==> config.mk <==
export PLATFORM = sky130hd
export DESIGN_NAME = memory_turn_controller
export DESIGN_NICKNAME = d
export VERILOG_FILES = /design/src/rtl/memory_game_pkg.sv /design/src/rtl/turn_timer.sv /design/src/rtl/memory_turn_controller.sv
export SDC_FILE = /design/constraint.sdc
export NUM_CORES = 1
export LEC_CHECK = 0
export BUFFER_PORTS_ARGS = -buffer_cell sky130_fd_sc_hd__buf_4
export CAP_MARGIN = 5
export CORE_MARGIN = 10
export CORE_UTILIZATION = 45
export DETAILED_ROUTE_END_ITERATION = 8
export PLACE_DENSITY = 0.66
export SYNTH_ARGS = -nofsm -noshare
export SYNTH_HDL_FRONTEND = slang
export SYNTH_SLANG_ARGS = --single-unit
==> constraint.sdc <==
create_clock -name clk -period 2.05 [get_ports clk]
set_clock_uncertainty 0.1 [all_clocks]
set_input_delay 0.205 -clock clk [delete_from_list [all_inputs] [get_ports clk]]
set_output_delay 0.205 -clock clk [all_outputs]
set_load 0.005 [all_outputs]
==> src/rtl/memory_game_pkg.sv <==
// Shared types and constants for the card-matching game controller.
package memory_game_pkg;

    localparam int IDX_W     = 4;
    localparam int VAL_W     = 3;
    localparam int SCORE_W   = 4;
    localparam int TIME_W    = 4;
    localparam int MAX_CARDS = 1 << IDX_W;

    localparam logic [1:0] WIN_NONE = 2'b00;
    localparam logic [1:0] WIN_P0   = 2'b01;
    localparam logic [1:0] WIN_P1   = 2'b10;
    localparam logic [1:0] WIN_TIE  = 2'b11;

    typedef enum logic [2:0] {
        IDLE,
        PICK1,
        PICK2,
        COMPARE,
        SHOW,
        DONE
    } game_state_t;

    function automatic logic [MAX_CARDS-1:0] idx_onehot(input logic [IDX_W-1:0] idx);
        return MAX_CARDS'(1) << idx;
    endfunction

endpackage

==> src/rtl/turn_timer.sv <==
// Tick-enabled down-counter shared by the per-pick and face-up countdowns.
module turn_timer
    import memory_game_pkg::*;
#(
    parameter int W = TIME_W
) (
    input  logic         clk,
    input  logic         rst,
    input  logic         tick,
    input  logic         load,
    input  logic [W-1:0] load_val,
    output logic [W-1:0] count,
    output logic         expired
);

    logic [W-1:0] count_q;
    logic [W-1:0] count_d;

    always_comb begin
        count_d = count_q;
        if (load) begin
            count_d = load_val;
        end else if (tick && (count_q != '0)) begin
            count_d = count_q - W'(1);
        end
    end

    always_ff @(posedge clk or posedge rst) begin
        if (rst) begin
            count_q <= '0;
        end else begin
            count_q <= count_d;
        end
    end

    // The tick that consumes the last remaining unit is the expiry event.
    assign expired = tick && (count_q <= W'(1));
    assign count   = count_q;

endmodule

==> src/rtl/memory_turn_controller.sv <==
// Two-player memory game sequencer: turns, picks, pair comparison, scoring and timeouts.
module memory_turn_controller
    import memory_game_pkg::*;
#(
    parameter int N_CARDS    = 16,
    parameter int TURN_TICKS = 10,
    parameter int SHOW_TICKS = 2
) (
    input  logic               clk,
    input  logic               rst,
    input  logic               start,
    input  logic               tick,
    input  logic               sel_valid,
    input  logic [IDX_W-1:0]   sel_idx,
    output logic [IDX_W-1:0]   card_idx,
    input  logic [VAL_W-1:0]   card_val,
    output logic               player,
    output logic [N_CARDS-1:0] face_up,
    output logic               match,
    output logic               mismatch,
    output logic [SCORE_W-1:0] score0,
    output logic [SCORE_W-1:0] score1,
    output logic [TIME_W-1:0]  time_left,
    output logic               game_over,
    output logic [1:0]         winner
);

    localparam int PL_W = $clog2(N_CARDS);
    localparam logic [TIME_W-1:0] TURN_VAL = TIME_W'(TURN_TICKS);
    localparam logic [TIME_W-1:0] SHOW_VAL = TIME_W'(SHOW_TICKS);

    game_state_t        state_q, state_d;
    logic               player_q, player_d;
    logic [N_CARDS-1:0] matched_q, matched_d;
    logic [N_CARDS-1:0] revealed_q, revealed_d;
    logic [SCORE_W-1:0] score0_q, score0_d;
    logic [SCORE_W-1:0] score1_q, score1_d;
    logic [PL_W-1:0]    pairs_left_q, pairs_left_d;
    logic [IDX_W-1:0]   idx_a_q, idx_a_d, idx_b_q, idx_b_d;
    logic [VAL_W-1:0]   val_a_q, val_a_d, val_b_q, val_b_d;

    logic               timer_tick;
    logic               timer_load;
    logic [TIME_W-1:0]  timer_val;
    logic               timer_expired;
    logic [MAX_CARDS-1:0] matched_pad;
    logic [N_CARDS-1:0] sel_mask;
    logic [N_CARDS-1:0] pair_mask;
    logic               pick_ok;
    logic               same_val;

    assign card_idx    = sel_idx;
    assign matched_pad = MAX_CARDS'(matched_q);
    assign sel_mask    = N_CARDS'(idx_onehot(sel_idx));
    assign pair_mask   = N_CARDS'(idx_onehot(idx_a_q) | idx_onehot(idx_b_q));
    assign pick_ok     = sel_valid && ({28'd0, sel_idx} < N_CARDS) && !matched_pad[sel_idx];
    assign same_val    = (val_a_q == val_b_q);

    // Ticks only count down while a pick or a face-up display is pending.
    assign timer_tick = tick && ((state_q == PICK1) || (state_q == PICK2) || (state_q == SHOW));

    turn_timer #(.W(TIME_W)) u_timer (
        .clk      (clk),
        .rst      (rst),
        .tick     (timer_tick),
        .load     (timer_load),
        .load_val (timer_val),
        .count    (time_left),
        .expired  (timer_expired)
    );

    always_comb begin
        state_d      = state_q;
        player_d     = player_q;
        matched_d    = matched_q;
        revealed_d   = revealed_q;
        score0_d     = score0_q;
        score1_d     = score1_q;
        pairs_left_d = pairs_left_q;
        idx_a_d      = idx_a_q;
        val_a_d      = val_a_q;
        idx_b_d      = idx_b_q;
        val_b_d      = val_b_q;
        timer_load   = 1'b0;
        timer_val    = TURN_VAL;

        unique case (state_q)
            IDLE, DONE: begin
                if (start) begin
                    matched_d    = '0;
                    revealed_d   = '0;
                    score0_d     = '0;
                    score1_d     = '0;
                    player_d     = 1'b0;
                    pairs_left_d = PL_W'(N_CARDS / 2);
                    timer_load   = 1'b1;
                    state_d      = PICK1;
                end
            end
            PICK1: begin
                if (pick_ok) begin
                    idx_a_d    = sel_idx;
                    val_a_d    = card_val;
                    revealed_d = revealed_q | sel_mask;
                    timer_load = 1'b1;
                    state_d    = PICK2;
                end else if (timer_expired) begin
                    revealed_d = '0;
                    player_d   = ~player_q;
                    timer_load = 1'b1;
                    state_d    = PICK1;
                end
            end
            PICK2: begin
                if (pick_ok && (sel_idx != idx_a_q)) begin
                    idx_b_d    = sel_idx;
                    val_b_d    = card_val;
                    revealed_d = revealed_q | sel_mask;
                    timer_load = 1'b1;
                    state_d    = COMPARE;
                end else if (timer_expired) begin
                    revealed_d = '0;
                    player_d   = ~player_q;
                    timer_load = 1'b1;
                    state_d    = PICK1;
                end
            end
            COMPARE: begin
                if (same_val) begin
                    matched_d    = matched_q | pair_mask;
                    revealed_d   = '0;
                    pairs_left_d = pairs_left_q - PL_W'(1);
                    if (!player_q) begin
                        score0_d = (score0_q == '1) ? score0_q : score0_q + SCORE_W'(1);
                    end else begin
                        score1_d = (score1_q == '1) ? score1_q : score1_q + SCORE_W'(1);
                    end
                    if (pairs_left_q == PL_W'(1)) begin
                        state_d = DONE;
                    end else begin
                        timer_load = 1'b1;
                        state_d    = PICK1;
                    end
                end else begin
                    timer_load = 1'b1;
                    timer_val  = SHOW_VAL;
                    state_d    = SHOW;
                end
            end
            SHOW: begin
                if (timer_expired) begin
                    revealed_d = '0;
                    player_d   = ~player_q;
                    timer_load = 1'b1;
                    state_d    = PICK1;
                end
            end
            default: state_d = IDLE;
        endcase
    end

    always_ff @(posedge clk or posedge rst) begin
        if (rst) begin
            state_q      <= IDLE;
            player_q     <= 1'b0;
            matched_q    <= '0;
            revealed_q   <= '0;
            score0_q     <= '0;
            score1_q     <= '0;
            pairs_left_q <= '0;
            idx_a_q      <= '0;
            val_a_q      <= '0;
            idx_b_q      <= '0;
            val_b_q      <= '0;
        end else begin
            state_q      <= state_d;
            player_q     <= player_d;
            matched_q    <= matched_d;
            revealed_q   <= revealed_d;
            score0_q     <= score0_d;
            score1_q     <= score1_d;
            pairs_left_q <= pairs_left_d;
            idx_a_q      <= idx_a_d;
            val_a_q      <= val_a_d;
            idx_b_q      <= idx_b_d;
            val_b_q      <= val_b_d;
        end
    end

    for (genvar gi = 0; gi < N_CARDS; gi++) begin : g_face
        assign face_up[gi] = matched_q[gi] | revealed_q[gi];
    end

    always_comb begin
        winner = WIN_NONE;
        if (state_q == DONE) begin
            if (score0_q > score1_q) begin
                winner = WIN_P0;
            end else if (score1_q > score0_q) begin
                winner = WIN_P1;
            end else begin
                winner = WIN_TIE;
            end
        end
    end

    assign player    = player_q;
    assign match     = (state_q == COMPARE) && same_val;
    assign mismatch  = (state_q == COMPARE) && !same_val;
    assign score0    = score0_q;
    assign score1    = score1_q;
    assign game_over = (state_q == DONE);

endmodule

# Yosys cells after proc, flatten, opt, wreduce, memory -nomap -nowiden
# Index checks and enable logic that the tools add are counted.
[word_totals]
wordCells = 134
in_bits = 12
regBits = 66
output_inout_bits = 38
[classes]
bitwise = 20
n_addsub = 4
n_lt_le_gt_ge = 4
mux = 48
reduce_logical = 25
shifts = 3
eq_ne = 18
[op_table]
columns = ["cell", "count"]
rows = [
  ["2-to-1 mux 16 bit", 6],
  ["case mux 16 bit (5 select lines)", 1],
  ["2-to-1 mux 4 bit", 13],
  ["OR 16 bit", 3],
  ["left shift 1 x 4 -> 16 bit, first input constant", 3],
  ["case mux 16 bit (2 select lines)", 1],
  ["case mux 4 bit (2 select lines)", 3],
  ["2-to-1 mux 3 bit", 6],
  ["inequality test 2 bit, second input constant", 8],
  ["OR 1 bit", 16],
  ["case mux 3 bit (5 select lines)", 1],
  ["2-to-1 mux 1 bit", 12],
  ["AND reduction 5 bit", 2],
  ["adder 4 x 1 -> 4 bit, second input constant", 2],
  ["equality test 4 bit, second input constant", 2],
  ["greater-than comparator 4 bit", 2],
  ["nonzero test 4 bit", 2],
  ["subtractor 4 x 1 -> 4 bit, second input constant", 2],
  ["logical AND 1 bit", 7],
  ["equality test 3 x 2 -> 1 bit, second input constant", 2],
  ["equality test 3 bit, second input constant", 2],
  ["AND reduction 3 bit", 2],
  ["< comparator 4 x 5 -> 1 bit, second input constant", 1],
  ["case mux 1 bit (5 select lines)", 1],
  ["other kinds (17)", 22],
]

# Longest topological paths before layout
# Gate-level depths: netlist of run 1.
[logic_depth]
depth_word = 9
depth_mapped = 8
ltp_nobuf = 7

# Cells and area by module
# A second synthesis of run 1 with hierarchy kept.
[hier_totals]
cells_unflattened = 411
hier_area_um2 = 3892.5
[modules_own_cells]
columns = ["mod", "area_per_inst_um2", "n_inst", "seq_area_each_um2", "cells_each"]
rows = [
  ["memory_turn_controller", 3598.5, 1, 1551.5, 378],
  ["turn_timer", 294.0, 1, 100.1, 33],
]

# Least setup slack after synthesis of run 1
# Ideal clock, no wire load.
[synth_path]
kind = "flip-flop to flip-flop"
start = "reg u_timer.count_q[2], in the netlist u_timer.count[2]"
end = "reg revealed_q[14]"
path_buffers = 1
synth_period_minus_slack_ns = 2.214
required_time_ns = 1.820
arrival_time_ns = 1.984
setup_slack_ns = -0.164
stages_incl_launch_ff = 7
setup_time_ns = 0.130
cell_sequence = "dfrtp_1 > or3b_1 > nor3_1 > a211oi_1 > o31ai_2 > buf_2 > a21oi_1"
[synth_via]
elab_chain_len = 5
word_cells_on_any_way = 6
classes_between = "1 x order compare; 4 x mux; 1 x reduce/logical"
[synth_rtl]
columns = ["item", "line", "text"]
rows = [
  ["start: declaration", "turn_timer.sv:16", "logic [W-1:0] count_q;"],
  ["start signal: assignment", "turn_timer.sv:32", "count_q <= count_d;"],
  ["less-or-equal comparator 4 x 1 -> 1 bit *", "turn_timer.sv:37", "assign expired = tick && (count_q <= W'(1));"],
  ["logical AND 1 bit *", "turn_timer.sv:37", ""],
  ["2-to-1 mux 16 bit *", "-", ""],
  ["2-to-1 mux 16 bit, on equally long branches", "-", ""],
  ["case mux 16 bit (5 select lines) *", "-", ""],
  ["end signal: assignment", "memory_turn_controller.sv:179", "revealed_q <= revealed_d;"],
  ["end: declaration", "memory_turn_controller.sv:35", "logic [N_CARDS-1:0] revealed_q, revealed_d;"],
]
# Every way passes the cells marked *; elsewhere a longest branch is shown, timed or not.
# A chain may end at the register's enable or synchronous reset.

# Worst setup path after layout of run 1
[layout_path]
start = "reg matched_q[11], in the netlist matched_pad[11]"
end = "reg idx_b_q[1]"
[layout_via]
elab_chain_len = 6
[layout_rtl]
columns = ["item", "line", "text"]
rows = [
  ["start: declaration", "memory_turn_controller.sv:34", "logic [N_CARDS-1:0] matched_q, matched_d;"],
  ["start signal: assignment", "memory_turn_controller.sv:178", "matched_q <= matched_d;"],
  ["binary-select mux 1 bit (select 4 bit)", "memory_turn_controller.sv:56", "assign pick_ok = sel_valid && ({28'd0, sel_idx} < N_CARDS) && !matched_pad[sel_idx];"],
  ["2-to-1 mux 1 bit (not written as such)", "memory_turn_controller.sv:56", ""],
  ["zero test 1 bit", "memory_turn_controller.sv:56", ""],
  ["logical AND 1 bit", "memory_turn_controller.sv:56", ""],
  ["logical AND 1 bit", "memory_turn_controller.sv:115", "if (pick_ok && (sel_idx != idx_a_q)) begin"],
  ["AND reduction 2 bit (no line)", "-", ""],
  ["end signal: assignment", "memory_turn_controller.sv:185", "idx_b_q <= idx_b_d;"],
  ["end: declaration", "memory_turn_controller.sv:39", "logic [IDX_W-1:0] idx_a_q, idx_a_d, idx_b_q, idx_b_d;"],
]
# Every way passes these cells. The select of a mux whose other input is x is not followed.

==> results of run 1 <==
==> sequential cells by signal, indices dropped and copies added (netlist names) <==
name,count
matched_pad,16
revealed_q,16
idx_a_q,4
idx_b_q,4
pairs_left_q,4
score0,4
score1,4
u_timer.count,4
state_q,3
val_a_q,3
val_b_q,3
player,1
==> routing by layer <==
layer,track usage [%],vias up,part of all wire [%]
met4,5.753,0,1.3
li1,-,1645,-
met2,30.59,101,53
met1,21.19,1733,41
met3,3.887,15,4.8
met5,0,-,0
==> cell families (layout without fill, tap and decap cells) <==
logic type | Yosys count | after routing | synth area share, %
muxes | 19 | 19 | 7.050
adders and majority gates | 11 | 11 | 3.574
AOI/OAI and AO/OA | 113 | 113 | 20.57
buffers and inverters | 40 | 164 | 5.068
DFF | 66 | 66 | 42.88
xor gates and xnor gates | 16 | 16 | 3.639
and+or+nand+nor | 122 | 122 | 17.22
==> repair_timing <==
action	4_1_cts	5_1_grt
cloned	1	0
endpoints found under the setup margin	40	53
hold endpoints to repair	16	0
buffers inserted	13	8
hold buffers	4	0
pin swaps	9	5
resized for setup	23	22
==> placed cells by master (no fill, tap or decap), types with 3 or more instances in the layout <==
cell,netlist,layout
sky130_fd_sc_hd__a41oi_2,0,5
sky130_fd_sc_hd__a211oi_4,1,3
sky130_fd_sc_hd__nand4_1,3,3
sky130_fd_sc_hd__inv_1,15,13
sky130_fd_sc_hd__a21oi_1,31,23
sky130_fd_sc_hd__clkbuf_8,0,11
sky130_fd_sc_hd__o21ai_1,5,5
sky130_fd_sc_hd__nand2b_1,11,11
sky130_fd_sc_hd__nor3b_1,3,3
sky130_fd_sc_hd__buf_4,4,115
sky130_fd_sc_hd__xor2_2,0,3
sky130_fd_sc_hd__o211ai_1,3,3
sky130_fd_sc_hd__nor2b_1,7,5
sky130_fd_sc_hd__buf_12,0,4
sky130_fd_sc_hd__o21ai_0,7,5
sky130_fd_sc_hd__mux4_2,3,3
sky130_fd_sc_hd__a21oi_2,9,17
sky130_fd_sc_hd__inv_2,2,3
sky130_fd_sc_hd__nor2_1,29,29
sky130_fd_sc_hd__a41oi_1,15,10
sky130_fd_sc_hd__nand3_1,5,5
sky130_fd_sc_hd__xnor2_1,6,6
sky130_fd_sc_hd__or2_2,20,20
sky130_fd_sc_hd__dlygate4sd3_1,0,4
sky130_fd_sc_hd__xor2_1,10,7
sky130_fd_sc_hd__nor4_1,4,4
sky130_fd_sc_hd__dfrtp_1,66,64
sky130_fd_sc_hd__nand2_1,15,14
sky130_fd_sc_hd__mux2_4,7,14
sky130_fd_sc_hd__and2_1,7,5
sky130_fd_sc_hd__buf_6,3,9
sky130_fd_sc_hd__ha_1,11,10
sky130_fd_sc_hd__o22ai_1,17,17
==> power groups by stage <==
| stage | registers, mW | clock network (mW) | logic, mW |
|---|---|---|---|
| floorplan | 2.03 | 0 | 2.33 |
| global placement | 2.11 | 0 | 3.78 |
| detailed placement | 2.13 | 0 | 3.87 |
| CTS | 2.11 | 1.13 | 4.17 |
| global route | 2.19 | 1.18 | 4.81 |
| finish | 2.13 | 1.12 | 4.44 |
==> area by class of cell <==
type / instances / area, um^2
Clock buffer: 11 / 151.4
Tap cell: 105 / 131.4
Sequential cell: 66 / 1654
Fill cell: 681 / 2879
Inverter: 17 / 66.31
Multi-Input combinational cell: 281 / 2236
Timing Repair Buffer: 133 / 1100
Clock inverter: 3 / 40.04
==> worst paths after layout <==
check                                     start                to  cells past startpoint
worst max-delay path            matched_pad[11]        idx_b_q[1]                      6
worst min-delay path                 sel_idx[2]        idx_a_q[2]                      2
worst max register to register  matched_pad[11]        idx_b_q[1]                      6
worst min register to register   revealed_q[10]    revealed_q[10]                      2
max in group asynchronous                   rst        state_q[1]                      4
min in group asynchronous                   rst  u_timer.count[0]                      3
==> critical path, delay by kind of cell (launching register included) <==
kind | cells | cell delay [ns]
buf+inv | 1 | 0.12
flops | 1 | 0.37
mux | 2 | 0.76
simple gates | 1 | 0.19
compound gates | 2 | 0.54
==> metrics by stage <==
stage / power, mW / cell area (um^2) / setup slack [ns] / hold slack (ns)
global route: 8.184 / 5379 / -0.2227 / 0.1068
floorplan: 4.367 / 3946 / -0.1200 / 0.2531
detailed placement: 5.997 / 4788 / -0.2775 / 0.06975
global placement: 5.894 / 4788 / -0.2284 / 0.06453
finish: 7.685 / 5379 / -0.1489 / 0.1111
CTS: 7.405 / 5214 / -0.1604 / 0.1032
==> results.py, run 1 <==
metrics = {
    "drt": {
        "routed-via-count": 3494,
        "drt_first_iter_violations": 149,
        "first_pass_iters": 4,
        "drt_drc_violations_left": 0,
        "route.final.wire_length_um": 11370,
        "vias_per_cell": 5.672,
        "avgRoutedWirePerCell_um": 18.45,
        "ant_nets": 0,
    },
    "synthesis": {
        "synth-edff-count": 0,
        "synth.lib_cells_used.distinct": 60,
        "synth_area_leaders": "sky130_fd_sc_hd__dfrtp_1, sky130_fd_sc_hd__a21oi_1, sky130_fd_sc_hd__ha_1",
        "synth_commonest_cells": "sky130_fd_sc_hd__dfrtp_1, sky130_fd_sc_hd__a21oi_1, sky130_fd_sc_hd__nor2_1",
        "syn_avg_cell_area_um2": 9.951,
        "asr_flop_ratio_synth_pct": 100.0,
        "synthesis.nets": 410,
        "yosysTopAreaCellShare_pct": 42.88,
        "yosysWarnings": 0,
        "synth_area_leader_cell": "sky130_fd_sc_hd__dfrtp_1",
        "syn_inst": 387,
        "synth_sequential_area_ratio_pct": 42.88,
        "synth_flop_cell": "sky130_fd_sc_hd__dfrtp_1",
        "netlist_area_mm2": 0.003851,
        "ys_ff_latch": 66,
        "post-synth-top-count-cell": "sky130_fd_sc_hd__dfrtp_1",
    },
    "sta": {
        "finalHoldViolCount": 0,
        "final_max_slew_viol_count": 0,
        "layout_worst_path_cycle_share_pct": 107.3,
        "grt_setup_unrepaired": "yes",
        "max-slew-margin-rel_pct": 61.01,
        "timing_worst_slew_pin_value_ns": 0.5849,
        "max_freq_ghz": 0.4548,
        "totalNegativeSetupSlack_ns": -4.115,
        "post-route-worst-setup-slack_ns": -0.1489,
        "final-setup-viol-count": 39,
        "layout_min_cycle_time_ns": 2.199,
    },
    "global_routing": {
        "global_route_congestion_overflow_total": 0,
        "grt_max_degree": 57,
        "number_of_global_route_vias_before_repair": 3667,
        "antenna_found_initial": 0,
        "wire_length_of_the_first_global_routing_pass_um": 18370,
        "total_track_usage_pct": 17.66,
    },
    "clock_network": {
        "numClockSinks": 66,
        "cts_tree": "yes",
        "cts-htree-levels": 3,
        "clk-insertion-delay-late_ns": 0.35,
        "clock_path_buffers": 2,
        "numCtsBuffers": 9,
        "clkTransAtPathRegs_ns": 0.07,
        "cts_root_buf": "sky130_fd_sc_hd__clkbuf_8",
    },
    "power_and_ir_drop": {
        "p_seq_share_pct": 27.7,
        "comb_power_share_pct": 57.7,
        "pwr-share-clk_pct": 14.6,
        "p_leak_nw": 2.562,
        "power.switching_fraction_pct": 40.22,
        "power.switching_mw": 3.091,
        "power_report.internal_total_mw": 4.594,
        "cellPowerDensity_mw_per_mm2": 1429,
        "irDropWorstVdd_v": 0.0007312,
    },
    "run_status": {
        "outcome": "finished with violations",
        "violations": "setup timing",
    },
    "critical_path": {
        "maximum_fanout_count_along_the_critical_path": 4,
        "cp_data_required_time_ns": 2.19,
        "critPathSlowestCell": "sky130_fd_sc_hd__mux4_2",
        "worst_setup_end_kind": "flop",
        "timing.reg2reg.setup_slack_ns": -0.15,
        "crit_arrival_ns": 2.34,
        "crit_type": "flop to flop",
        "critical-path-max-stage-delay_ns": 0.46,
        "worstSetupStartpointType": "flop",
        "path_cells": "mux4_2, a221o_1, a21oi_2, and2_4, buf_6, mux2_4",
    },
    "place": {
        "port-buffer-count": 49,
        "dp.final_hpwl_um": 7930,
        "routabilityCongestion": 0.8745,
        "place.detailed.instances": 576,
    },
    "final_layout": {
        "fraction_of_the_core_area_covered_by_cells_at_the_end_of_the_flow_pct": 65.14,
        "drive_gt1_share_pct": 45.60,
        "num-nets-final": 531,
        "layout-area-overhead-vs-synth_pct": 39.67,
        "final_cell_count_no_fill": 616,
        "num_antenna_cells": 0,
    },
    "die": {
        "die-width_um": 112.5,
        "dieHeight_um": 112.5,
        "die_area_mm2": 0.01266,
        "core.rowCount": 33,
        "coreArea_mm2": 0.008258,
        "floorplan.initialDensity_pct": 46.64,
        "number_of_placed_i_o_pins": 50,
    },
    "min_path": {
        "hold_path_class": "primary input to flop",
    },
    "job": {
        "maxCapViolations": 0,
    },
}
Note: power is estimated with default switching activity, not from simulation.
==> run 2, diff against run 1 <==
GPL_TIMING_DRIVEN = 0   (was unset)
==> run 2 against run 1 <==
The run still ends with setup timing left; hold slack better by 0.013 ns; via count is 2.6% lower; sequential share of layout area up 1.4 points; non-clock buffer count is 39 lower; maximum frequency decreased by 4.8%; wire length fell by 0.67%; critical path depth is 1 higher; power is 5.2% lower; global-route usage down 0.56 points; combinational power down 9.2%; largest power group unchanged; highest routed layer unchanged.
==> results.py, run 2 (synthesis gave the netlist of run 1 again) <==
metrics = {
    "drt": {
        "vias_per_cell": 5.889,
        "drt_first_iter_violations": 247,
        "routed-via-count": 3404,
        "first_pass_iters": 5,
        "ant_nets": 0,
        "avgRoutedWirePerCell_um": 19.53,
        "route.final.wire_length_um": 11290,
        "drt_drc_violations_left": 0,
    },
    "critical_path": {
        "maximum_fanout_count_along_the_critical_path": 5,
        "cp_data_required_time_ns": 2.23,
        "worstSetupStartpointType": "flop",
        "worst_setup_end_kind": "flop",
        "crit_arrival_ns": 2.49,
        "crit_type": "flop to flop",
    },
    "final_layout": {
        "regArea_mm2": 0.001653,
        "num_antenna_cells": 0,
        "fraction_of_the_core_area_covered_by_cells_at_the_end_of_the_flow_pct": 62.23,
        "num-nets-final": 492,
        "fillCellCount": 690,
        "multi_input_combinational_cell_area_mm2": 0.002296,
        "layout-area-overhead-vs-synth_pct": 33.43,
        "drive_gt1_share_pct": 41.44,
        "most_frequent_standard_cell_in_the_layout_excluding_fill_and_tap_cells": "sky130_fd_sc_hd__buf_4",
        "most-common-layout-cells": "sky130_fd_sc_hd__buf_4, sky130_fd_sc_hd__dfrtp_1, sky130_fd_sc_hd__nor2_1",
        "finish.instance_area_mm2": 0.005139,
    },
    "clock_network": {
        "clkTransAtPathRegs_ns": 0.07,
        "cts_root_buf": "sky130_fd_sc_hd__clkbuf_8",
        "clock_path_buffers": 2,
        "cts-htree-levels": 3,
        "numClockSinks": 66,
        "clk-insertion-delay-late_ns": 0.35,
        "cts_tree": "yes",
        "numCtsBuffers": 9,
    },
    "sta": {
        "layout_min_cycle_time_ns": 2.311,
        "final-setup-viol-count": 40,
        "max-slew-margin-rel_pct": 44.76,
        "max_freq_ghz": 0.4328,
        "final_max_slew_viol_count": 0,
        "post-route-worst-setup-slack_ns": -0.2608,
        "timing_worst_slew_pin_value_ns": 0.8287,
        "grt_setup_unrepaired": "yes",
        "layout_worst_path_cycle_share_pct": 112.7,
        "finalHoldViolCount": 0,
    },
    "place": {
        "port-buffer-count": 48,
        "placed_standard_cell_area_mm2": 0.004441,
        "routabilityCongestion": 0.8769,
        "dp.final_hpwl_um": 7690,
        "dp_worst_setup_slack_ns": -0.4437,
    },
    "die": {
        "number_of_placed_i_o_pins": 50,
        "core.rowCount": 33,
        "coreArea_mm2": 0.008258,
        "die-width_um": 112.5,
        "die_area_mm2": 0.01266,
        "dieHeight_um": 112.5,
        "floorplan.initialDensity_pct": 46.64,
    },
    "min_path": {
        "hold_path_class": "primary input to flop",
    },
    "power_and_ir_drop": {
        "irDropWorstVdd_v": 0.0007638,
        "total_power_mw": 7.284,
        "cellPowerDensity_mw_per_mm2": 1417,
        "p_leak_nw": 2.361,
    },
    "global_routing": {
        "global_route_congestion_overflow_total": 0,
        "antenna_found_initial": 0,
        "grt_max_degree": 67,
        "wire_length_of_the_first_global_routing_pass_um": 17920,
        "total_track_usage_pct": 17.10,
        "number_of_global_route_vias_before_repair": 3529,
    },
    "run_status": {
        "violations": "setup timing",
        "outcome": "finished with violations",
    },
    "job": {
        "maxCapViolations": 0,
    },
}
[run 2: per-stage QoR]
stage               cells  TNS (ns)  hold WS, ns
floorplan             387    -1.982       0.2531
global placement      540    -77.30       0.3464
detailed placement    540    -21.68       0.3363
CTS                   573    -8.864       0.1090
global route          578    -9.185       0.1147
finish                578    -7.310       0.1246
[run 2: area by class of cell]
class                   count  area share (%)
clock inverters             3          0.7792
repair buffers             74           12.44
inverters                  17           1.437
multi-input cells         281           44.68
plain buffers              20           3.117
clock buffers              12           2.824
well taps                 105           2.557
flip-flops and latches     66           32.16
[run 2: power breakdown]
| group | internal [mW] | switching, mW | total (mW) | leakage [nW] |
|---|---|---|---|---|
| combinational | 1.91 | 2.12 | 4.03 | 1.40 |
| clock | 0.585 | 0.495 | 1.08 | 0.0962 |
| sequential | 1.73 | 0.442 | 2.18 | 0.867 |
[run 2: worst max-delay path, cell delays in order (launching register included)]
cell and delay, ns:
sky130_fd_sc_hd__dfrtp_1 0.40, sky130_fd_sc_hd__mux4_2 0.47, sky130_fd_sc_hd__a221o_1 0.40, sky130_fd_sc_hd__a211oi_4 0.24, sky130_fd_sc_hd__buf_6 0.18, sky130_fd_sc_hd__clkbuf_16 0.14
sky130_fd_sc_hd__a41oi_1 0.14, sky130_fd_sc_hd__a21oi_2 0.16
[run 2: final timing paths]
kind | start | to | slack (ns) | cells past startpoint
max in group asynchronous | rst | state_q[0] | 0.78 | 3
min in group asynchronous | rst | idx_b_q[1] | 0.48 | 3
setup reg to reg | matched_pad[8] | revealed_q[11] | -0.26 | 7
setup / recovery | matched_pad[8] | revealed_q[11] | -0.26 | 7
hold reg to reg | pairs_left_q[3] | pairs_left_q[3] | 0.42 | 2
hold / removal | sel_idx[3] | idx_a_q[3] | 0.12 | 2
[run 2: metal layers]
metal	GRT usage [%]	share of wire, %
met1	20.81	41
met2	28.16	50
met3	4.792	5.9
met4	6.345	2.7
met5	0	0
[run 2: repair_timing]
item / in CTS / in global routing
hold buffers: 4 / 0
gates cloned: 1 / 2
pin swaps: 20 / 12
setup endpoints to repair: 68 / 62
resized for setup: 42 / 28
endpoints found under the hold margin: 71 / 0
setup buffers: 16 / 4
==> run 3, diff against run 2 <==
MAX_ROUTING_LAYER = met4   (was unset)
PLACE_DENSITY = 0.64   (was 0.66)
clock period = 2.55 ns   (was 2.05 ns; I/O delays follow)
==> run 3 against run 2 <==
The flow finishes with violations (hold timing); clock-buffer cell count up 1; global-route usage fell by 1.0 points; core utilization decreased by 6.8 points; die area stayed put; critical path type unchanged; critical endpoint is now revealed_q[14].
==> results.py, run 3 (synthesis gave the netlist of run 1 again) <==
metrics = {
    "critical_path": {
        "worst_setup_end_kind": "flop",
        "worstSetupStartpointType": "flop",
        "timing.reg2reg.setup_slack_ns": 0.09,
        "worst_r2r_endpoint": "revealed_q[14]",
        "cp_data_required_time_ns": 2.67,
        "r2r_start": "u_timer.count[2]",
        "maximum_fanout_count_along_the_critical_path": 10,
        "crit_arrival_ns": 2.58,
        "crit_type": "flop to flop",
        "path_cells": "or3b_1, nor3_1, a211oi_1, o31ai_2, clkbuf_4, a21oi_1",
        "worst-path-buf-inv": 1,
        "cpLargestDelayFamily": "simple AND/OR/NAND/NOR gates",
        "critical-path-max-stage-delay_ns": 0.45,
        "critPathSlowestCell": "sky130_fd_sc_hd__dfrtp_1",
        "r2r_cells": 6,
    },
    "final_layout": {
        "most_frequent_standard_cell_in_the_layout_excluding_fill_and_tap_cells": "sky130_fd_sc_hd__dfrtp_1",
        "num-nets-final": 474,
        "layout-area-overhead-vs-synth_pct": 18.91,
        "drive_gt1_share_pct": 28.07,
        "most-common-layout-cells": "sky130_fd_sc_hd__dfrtp_1, sky130_fd_sc_hd__buf_4, sky130_fd_sc_hd__a21oi_1",
        "num_antenna_cells": 0,
        "finish.instance_area_mm2": 0.004579,
        "final_cell_count_no_fill": 561,
    },
    "job": {
        "maxCapViolations": 0,
    },
    "drt": {
        "first_pass_iters": 5,
        "vias_per_cell": 5.626,
        "routed-via-count": 3156,
        "drt_drc_violations_left": 0,
        "avgRoutedWirePerCell_um": 17.61,
        "drt_first_iter_violations": 207,
        "ant_nets": 0,
        "route.final.wire_length_um": 9882,
    },
    "global_routing": {
        "wire_length_of_the_first_global_routing_pass_um": 16320,
        "total_track_usage_pct": 16.08,
        "number_of_global_route_vias_before_repair": 3181,
        "global_route_congestion_overflow_total": 0,
        "antenna_found_initial": 0,
        "grt_max_degree": 67,
    },
    "clock_network": {
        "clkTransAtPathRegs_ns": 0.08,
        "numCtsBuffers": 9,
        "clock_path_buffers": 2,
        "cts-htree-levels": 3,
        "clk-insertion-delay-late_ns": 0.35,
        "cts_root_buf": "sky130_fd_sc_hd__clkbuf_8",
        "numClockSinks": 66,
        "cts_tree": "yes",
        "hold_buffers": 0,
    },
    "min_path": {
        "hold_path_class": "primary input to asynchronous set/reset pin",
    },
    "sta": {
        "grt_setup_unrepaired": "no",
        "finalHoldViolCount": 41,
        "layout_worst_path_cycle_share_pct": 96.35,
        "totalNegativeSetupSlack_ns": 0,
        "finalHoldWorstSlack_ns": -0.01973,
        "max-slew-margin-rel_pct": 44.90,
        "layout_min_cycle_time_ns": 2.457,
        "final-setup-viol-count": 0,
        "max_freq_ghz": 0.4070,
        "final_max_slew_viol_count": 0,
        "timing_worst_slew_pin_value_ns": 0.8265,
    },
    "place": {
        "placed_standard_cell_area_mm2": 0.004345,
        "place.detailed.instances": 540,
        "port-buffer-count": 48,
        "dp.final_hpwl_um": 7201,
        "routabilityCongestion": 0.8738,
    },
    "die": {
        "core.rowCount": 33,
        "dieHeight_um": 112.5,
        "die-width_um": 112.5,
        "floorplan.initialDensity_pct": 46.64,
        "die_area_mm2": 0.01266,
        "coreArea_mm2": 0.008258,
        "number_of_placed_i_o_pins": 50,
    },
    "power_and_ir_drop": {
        "p_leak_nw": 2.156,
        "cellPowerDensity_mw_per_mm2": 1128,
        "total_power_mw": 5.164,
        "irDropWorstVdd_v": 0.0005547,
    },
    "run_status": {
        "outcome": "finished with violations",
        "violations": "hold timing",
    },
}
[run 3: stage by stage]
stage | setup slack [ns] | hold slack [ns] | util [%]
CTS | 0.01529 | 0.01029 | 54.94
floorplan | 0.3357 | 0.2897 | -
detailed placement | -0.2792 | 0.3841 | 52.62
global placement | -0.3414 | 0.3810 | 52.59
global route | 0.01192 | 0.02522 | 55.45
finish | 0.09317 | -0.01973 | 55.45
[run 3: where the power goes]
part / switching, mW / total [mW] / leakage, nW / internal, mW
Clock: 0.394 / 0.844 / 0.0914 / 0.450
Combinational: 1.43 / 2.60 / 1.20 / 1.17
Sequential: 0.332 / 1.72 / 0.868 / 1.39
Total: 2.15 / 5.16 / 2.16 / 3.01
[run 3: routing by layer]
layer / global-route usage (%) / wire, um / vias up
li1: - / - / 1534
met1: 20.22 / 4468 / 1529
met2: 25.07 / 4819 / 85
met3: 4.366 / 511 / 8
met4: 4.146 / 83 / 0
met5: - / 0 / -
[run 3: final cells by class]
| type | instances | area, um^2 |
|---|---|---|
| fill | 770 | 3679 |
| multi-input combinational | 281 | 2019 |
| sequential | 66 | 1652 |
| timing repair buffer | 53 | 397.9 |
| clock buffer | 13 | 138.9 |
| buffer | 23 | 133.9 |
| tap | 105 | 131.4 |
| inverter | 17 | 66.31 |
| clock inverter | 3 | 40.04 |
[run 3: repair_timing]
item,CTS,global route
pin swaps,1,0
resized for setup,1,3
endpoints found under the setup margin,14,21
setup buffers,1,4
[run 3: how the worst max path moves through the flow]
| stage | start | endpoint | cells after the start |
|---|---|---|---|
| final | u_timer.count[2] | revealed_q[14] | 6 |
| after global routing | matched_pad[8] | idx_b_q[2] | 6 |
| after CTS | state_q[2] | score1[0] | 7 |
| after detailed placement | sel_idx[1] | u_timer.count[1] | 8 |
| after global placement | rst | revealed_q[4] | 2 |
| after floorplan | u_timer.count[2] | revealed_q[14] | 6 |
